`src/rtl/sprite_line_renderer.sv`:
```
// sprite_line_renderer: renders one sprite bitmap row per scanline.
// At each line start it decides whether the sprite covers the current line.
// If it does, the renderer fetches that bitmap row into a row buffer, one
// column per cycle. It then waits for the beam to reach sprite_x and shifts
// the row out on gfx.
//
// Ports:
//   clk, reset            clock, synchronous active-high reset
//   line_start            one-cycle pulse at the start of each line
//   hpos, vpos            current beam position
//   sprite_en             sprite visible (sampled on line_start)
//   sprite_x, sprite_y    sprite position
//   anim_state, direction sprite pose (latched on line_start)
//   rom_anim, rom_dir,    bitmap ROM address outputs
//   rom_yofs, rom_xofs
//   rom_bit               ROM pixel for the current address (same cycle)
//   gfx                   registered sprite pixel, 1 = opaque
//   busy                  renderer not idle
module sprite_line_renderer #(
  parameter int unsigned WIDTH   = 9,
  parameter int unsigned HEIGHT  = 12,
  parameter int unsigned COORD_W = 9
) (
  input  logic               clk,
  input  logic               reset,
  input  logic               line_start,
  input  logic [COORD_W-1:0] hpos,
  input  logic [COORD_W-1:0] vpos,
  input  logic               sprite_en,
  input  logic [COORD_W-1:0] sprite_x,
  input  logic [COORD_W-1:0] sprite_y,
  input  logic               anim_state,
  input  logic [1:0]         direction,
  output logic               rom_anim,
  output logic [1:0]         rom_dir,
  output logic [3:0]         rom_yofs,
  output logic [3:0]         rom_xofs,
  input  logic               rom_bit,
  output logic               gfx,
  output logic               busy
);

  // The column counter must reach WIDTH to mark the end of the draw.
  localparam int unsigned COL_W = $clog2(WIDTH + 1);

  typedef enum logic [1:0] {
    S_IDLE,
    S_FETCH,
    S_WAIT_X,
    S_DRAW
  } state_e;

  state_e             state_q, state_d;
  logic [COL_W-1:0]   col_q, col_d;
  logic [WIDTH-1:0]   buf_q, buf_d;
  logic               gfx_q, gfx_d;
  logic               busy_q, busy_d;
  logic               anim_q, anim_d;
  logic [1:0]         dir_q, dir_d;
  logic [3:0]         yofs_q, yofs_d;

  logic [COORD_W-1:0] row_c;
  logic               row_hit_c;
  logic               buf_pix_c;

  // Modulo subtraction makes a sprite near the bottom wrap onto the top lines.
  assign row_c     = vpos - sprite_y;
  assign row_hit_c = sprite_en && (row_c < COORD_W'(HEIGHT));

  // Row-buffer pixel selected by the column counter (0 beyond the last column).
  always_comb begin
    buf_pix_c = 1'b0;
    for (int unsigned i = 0; i < WIDTH; i++) begin
      if (col_q == COL_W'(i)) begin
        buf_pix_c = buf_q[i];
      end
    end
  end

  // Next-state and datapath update.
  always_comb begin
    state_d = state_q;
    col_d   = col_q;
    buf_d   = buf_q;
    gfx_d   = 1'b0;
    anim_d  = anim_q;
    dir_d   = dir_q;
    yofs_d  = yofs_q;

    if (line_start) begin
      // A new line aborts whatever is in progress and re-evaluates the row.
      if (row_hit_c) begin
        state_d = S_FETCH;
        yofs_d  = 4'(row_c);
        anim_d  = anim_state;
        dir_d   = direction;
        col_d   = '0;
      end else begin
        state_d = S_IDLE;
      end
    end else begin
      unique case (state_q)
        S_IDLE: begin
          state_d = S_IDLE;
        end
        S_FETCH: begin
          for (int unsigned i = 0; i < WIDTH; i++) begin
            if (col_q == COL_W'(i)) begin
              buf_d[i] = rom_bit;
            end
          end
          col_d = col_q + COL_W'(1);
          if (col_q == COL_W'(WIDTH - 1)) begin
            state_d = S_WAIT_X;
          end
        end
        S_WAIT_X: begin
          if (hpos == sprite_x) begin
            gfx_d   = buf_q[0];
            col_d   = COL_W'(1);
            state_d = S_DRAW;
          end
        end
        S_DRAW: begin
          if (col_q < COL_W'(WIDTH)) begin
            gfx_d = buf_pix_c;
            col_d = col_q + COL_W'(1);
          end else begin
            state_d = S_IDLE;
          end
        end
        default: begin
          state_d = S_IDLE;
        end
      endcase
    end

    busy_d = (state_d != S_IDLE);
  end

  // State and datapath registers.
  always_ff @(posedge clk) begin
    if (reset) begin
      state_q <= S_IDLE;
      col_q   <= '0;
      buf_q   <= '0;
      gfx_q   <= 1'b0;
      busy_q  <= 1'b0;
      anim_q  <= 1'b0;
      dir_q   <= 2'd0;
      yofs_q  <= 4'd0;
    end else begin
      state_q <= state_d;
      col_q   <= col_d;
      buf_q   <= buf_d;
      gfx_q   <= gfx_d;
      busy_q  <= busy_d;
      anim_q  <= anim_d;
      dir_q   <= dir_d;
      yofs_q  <= yofs_d;
    end
  end

  assign rom_anim = anim_q;
  assign rom_dir  = dir_q;
  assign rom_yofs = yofs_q;
  assign rom_xofs = 4'(col_q);
  assign gfx      = gfx_q;
  assign busy     = busy_q;

endmodule

```
`config.mk`:
```
export PLATFORM = sky130hd
export DESIGN_NAME = sprite_line_renderer
export DESIGN_NICKNAME = d
export VERILOG_FILES = /design/src/rtl/sprite_line_renderer.sv
export SDC_FILE = /design/constraint.sdc
export NUM_CORES = 1
export LEC_CHECK = 0
export ABC_AREA = 1
export CORE_MARGIN = 2
export CORE_UTILIZATION = 42
export DETAILED_ROUTE_END_ITERATION = 10
export HOLD_SLACK_MARGIN = 0.05
export PLACE_DENSITY = 0.73
export SYNTH_ARGS = -nofsm -noshare
export SYNTH_HDL_FRONTEND = slang
export SYNTH_SLANG_ARGS = --single-unit
```
`constraint.sdc`:
```
create_clock -name clk -period 1.85 [get_ports clk]
set_input_delay 0.185 -clock clk [delete_from_list [all_inputs] [get_ports clk]]
set_output_delay 0.185 -clock clk [all_outputs]
set_load 0.02 [all_outputs]
```
======== Word-level counts from Yosys, hierarchy flattened ========
Index checks and enable logic that the tools add are counted.
word-level totals
  flip-flop bits (word level) ............. 24
  word-level logic and storage cells ...... 76
operators by class
  add/sub/neg operators ................... 2
  $lt $le $gt $ge ......................... 2
  eq/ne operators ......................... 15
  multiplexer cells ....................... 23
  bitwise operators ....................... 1
  reduce and logical (&&, ||, !) cells .... 17
operators by type and width
  cell                                                         number
  AND reduction 3 bit                                          9
  equality test 4 x 3 -> 1 bit (second input constant)         4
  two-way mux 4 bit                                            4
  two-way mux 1 bit                                            12
  one-hot mux 4 bit (3 select lines)                           1
  equality test 9 bit                                          1
  less-than comparator 9 x 4 -> 1 bit (second input constant)  1
  subtractor 9 bit                                             1
  equality test 4 x 2 -> 1 bit (second input constant)         2
  two-way mux 2 bit                                            4
  one-hot mux 2 bit (4 select lines)                           1
  inequality test 3 bit (second input constant)                2
  adder 4 x 1 -> 4 bit (second input constant)                 1
  equality test 2 bit (second input constant)                  2
  equality test 4 x 1 -> 1 bit (second input constant)         1
  equality test 4 bit (second input constant)                  1
  logical NOT 4 bit                                            1
  less-than comparator 4 bit (second input constant)           1
  AND reduction 4 bit                                          1
  nonzero test 4 bit                                           1
  equality test 2 x 1 -> 1 bit (second input constant)         1
  logical NOT 2 bit                                            1
  inequality test 2 x 1 -> 1 bit (second input constant)       1
  one-hot mux 1 bit (2 select lines)                           1
  other kinds (5)                                              5

======== Depth between registers and ports, before layout ========
  depth in word-level cells ............... 12
  mapped depth ............................ 16
  depth with buffers taken out ............ 16

======== Worst setup path after synthesis ========
OpenSTA, ideal clock, no wires.
  path type ............................... input -> register
  from .................................... input vpos[0]
  to ...................................... register col_q[3] (netlist: rom_xofs[3])
  data arrival time ....................... 1.818 ns
  slack ................................... -0.081 ns
  stages on the path ...................... 14
  path buffers ............................ 0
  cells stage by stage .................... inv_1 -> ha_1 -> fa_1 -> nand3b_1 -> nand2_1 -> nand2_1 -> nand3_1 -> nand2_1 -> nor2_2 -> nand4_4 -> nand2_4 -> nand2_4 -> nor2_1 -> nor2_1
on the way
  longest elaborated chain between the ends .. 5
RTL lines
  item                                             RTL line  source
  from (decl)                                      28        input logic [COORD_W-1:0] vpos,
  subtractor 9 bit                                 67        assign row_c = vpos - sprite_y;
  less-than comparator 9 x 4 -> 1 bit              68        assign row_hit_c = sprite_en && (row_c < COORD_W'(HEIGHT));
  logical AND 1 bit                                68
  inequality test 2 x 1 -> 1 bit (no source line)  -
  AND reduction 4 bit (no source line)             -
  to (signal assigned)                             154       col_q <= col_d;
  to (decl)                                        54        logic [COL_W-1:0] col_q, col_d;
Every way passes these cells.
A chain may end at the register's enable or synchronous reset.

======== Final worst setup path ========
  from .................................... input vpos[0]
  to ...................................... register dir_q[1] (netlist: rom_dir[1])
on the way
  longest elaborated chain between the ends .. 4
RTL lines
  item                                  RTL line  source
  subtractor 9 bit                      67
  less-than comparator 9 x 4 -> 1 bit   68
  logical AND 1 bit                     68
  AND reduction 2 bit (no source line)  -
  to (signal assigned)                  159       dir_q <= dir_d;
  to (decl)                             59        logic [1:0] dir_q, dir_d;
Every way passes these cells.

==> qor.yml <==
synth:
  syn-instance-count: 286
  ys_seq_area_share_pct: 26.3
  synth-seq-cells: 24
  yosys.area.top_type_share_pct: 26.3
  avgSynthCellArea_um2: 6.38
  async_flop_share_pct: 0
  ys_types: 29
  synthTopCellsByArea: "dfxtp_1 (26%), nand2_1 (13%), inv_1 (9.1%)"
  ys.flop_type: "dfxtp_1"
  synth_area_um2: 1820
  synth_top_area_cell: "dfxtp_1"
  yosysWarningCount: 0
  synth-edff-count: 0
  syn-num-nets: 344
global_routing:
  grt_pass1_wl_mm: 7.94
  grt_overflow_total: 0
  antenna_found_initial: 0
  grt_pass1_vias: 1956
  track_usage_pct: 19.2
  grt_max_degree: 13
placed_design:
  io_buffers: 56
  placed_cell_area_um2: 2590
  dp_hpwl_mm: 3.46
  place_ws_ps: -663
  gp_congestion: 0.817
  dpl.cell_count: 408
sta:
  max_freq_ghz: 0.547
  finalCriticalPeriod_ps: 1830
  final.setup.tns_ps: 0
  rsz0062_at_grt: "true"
  layout_setup_ws_ps: 21.9
  whs_ps: 204
  max_slew_margin_pct: 73.5
  period_share_pct: 98.8
  slew_violations: 0
  worst_slew_pin_slew_ps: 394
  skew_ps: 11.7
  final-hold-violation-count: 0
  setup_viol: 0
min_path:
  hold_class: "in -> reg"
finish:
  drive_above_1_share_pct: 19.5
  final_util_pct: 68.2
  area_growth_pct: 52.7
  fin_cells: 414
  diodes: 0
  nNetsFinal: 424
  fillers: 350
  design_area_um2: 2790
worst_setup_path:
  required_ps: 2010
  crit_arrival_ps: 1990
  crit_type: "in -> reg"
  cp_max_fo: 7
  end_kind: "flip-flop"
  cp-start-kind: "primary input"
drt:
  dr.first_iter.drc_count: 73
  vias: 2063
  drcViolationCount: 0
  wire_per_inst_um: 11.3
  postRouteAntennaNets: 0
  via_per_inst: 4.98
  finalWirelength_mm: 4.68
  dr.pass1.iters: 4
clocking:
  cts_root_buffer: "clkbuf_8"
  cts-htree-levels: 1
  cts_tree: "yes"
  path_clk_slew_ps: 80
  cts_buffers: 3
  clkSinkCount: 24
  clock_path_buffers: 2
  cts_hold_buf: 0
  clkLatencyLatePin_ps: 270
power_and_ir_drop:
  powerDensity_nw_per_um2: 477
  peakVddDrop_v: 0.000256
  power.total_mw: 1.33
  leakage_nw: 1.30
floorplan:
  io_pins: 57
  fp-row-count: 23
  die_w_um: 69.9
  initial_core_util_pct: 44.6
  die_h_um: 69.9
  die_area_um2: 4890
  core_um2: 4090
job:
  max-cap-violations: 0
outcome:
  status: "completed"
==> layer usage <==
metal	vias to the layer above	GRT usage, %	wire length, um	part of all wire, %
met5	-	0	0	0
li1	1070	-	-	-
met2	66	33.9	2270	48
met4	0	5.98	57	1.2
met1	919	23.6	2070	44
met3	8	3.46	284	6.1
==> power breakdown <==
group / internal [mW] / switching (mW)
combinational: 0.247 / 0.238
clock: 0.146 / 0.165
sequential: 0.524 / 0.00842
total: 0.916 / 0.412
==> cell usage in the layout, fill, tap and decap left out, types with 3 or more instances in the layout <==
cell type and n:
clkdlybuf4s50_1 40, buf_4 21, nand4_1 5, dlygate4sd2_1 7, dlymetal6s2s_1 6, nand2_2 10, dfxtp_1 24, a21oi_1 14
xor2_1 7, clkbuf_8 3, nor2_1 38, o31ai_1 3, ha_4 7, inv_1 34, o21ai_1 3, inv_2 9
ha_1 6, a21oi_2 4, nand3_1 26, o21ai_0 13, nand2_1 54
==> final timing paths <==
path | slack (ps) | start | to | depth (start not counted)
max | 20 | vpos[0] | rom_dir[1]$_SDFFE_PP0P_ | 14
min | 200 | sprite_y[0] | rom_yofs[0]$_SDFFE_PP0P_ | 3
max reg2reg | 150 | rom_xofs[1]$_SDFFE_PP0P_ | rom_xofs[0]$_SDFFE_PP0P_ | 10
min reg2reg | 470 | buf_q[1]$_SDFFE_PP0P_ | buf_q[1]$_SDFFE_PP0P_ | 2
==> synthesized netlist by cell type (3+ instances only) <==
library cell,instances
a21oi_1,16
dfxtp_1,24
ha_1,13
inv_1,44
nand2_1,63
nand3_1,28
nand4_1,5
nor2_1,39
o21ai_0,16
o31ai_1,3
xor2_1,7
==> cell type report <==
cell class | instances | area, um^2 | share of cell area [%]
sequential | 24 | 480 | 17.3
clock buffer | 3 | 41.3 | 1.48
tap | 50 | 62.6 | 2.25
inverter | 46 | 178 | 6.38
timing repair inverter | 1 | 7.51 | 0.270
timing repair buffer | 77 | 722 | 25.9
multi-input combinational | 213 | 1290 | 46.5
==> critical path: stages <==
cell,delay (ps)
buf_6,70
inv_4,30
ha_4,150
fa_2,360
nand3b_1,200
nand2_2,100
nand2_1,50
nand2_1,70
nand3_2,80
nor2_4,120
nand4_4,170
buf_4,190
o21ai_0,150
nor2_1,50
==> cell families after synthesis <==
family	after synthesis	synth area share, %
flops	24	26.3
xor+xnor	9	4.32
buf+inv	49	10.3
compound gates	39	11.8
simple gates	151	37.2
fa+ha+maj	14	10.0
==> state kept, by name (all words and copies together) (netlist names) <==
name,flops
state_q,2
rom_anim,1
buf_q,9
gfx,1
rom_yofs,4
rom_dir,2
rom_xofs,4
busy,1
==> repair_timing <==
item	4_1_cts	5_1_grt
hold endpoints to repair	0	0
endpoints found under the setup margin	13	13
gates resized for setup	30	29
pin swaps	18	17
cloned	1	0
setup buffers	1	1
Note: power is estimated with default switching activity, not from simulation.
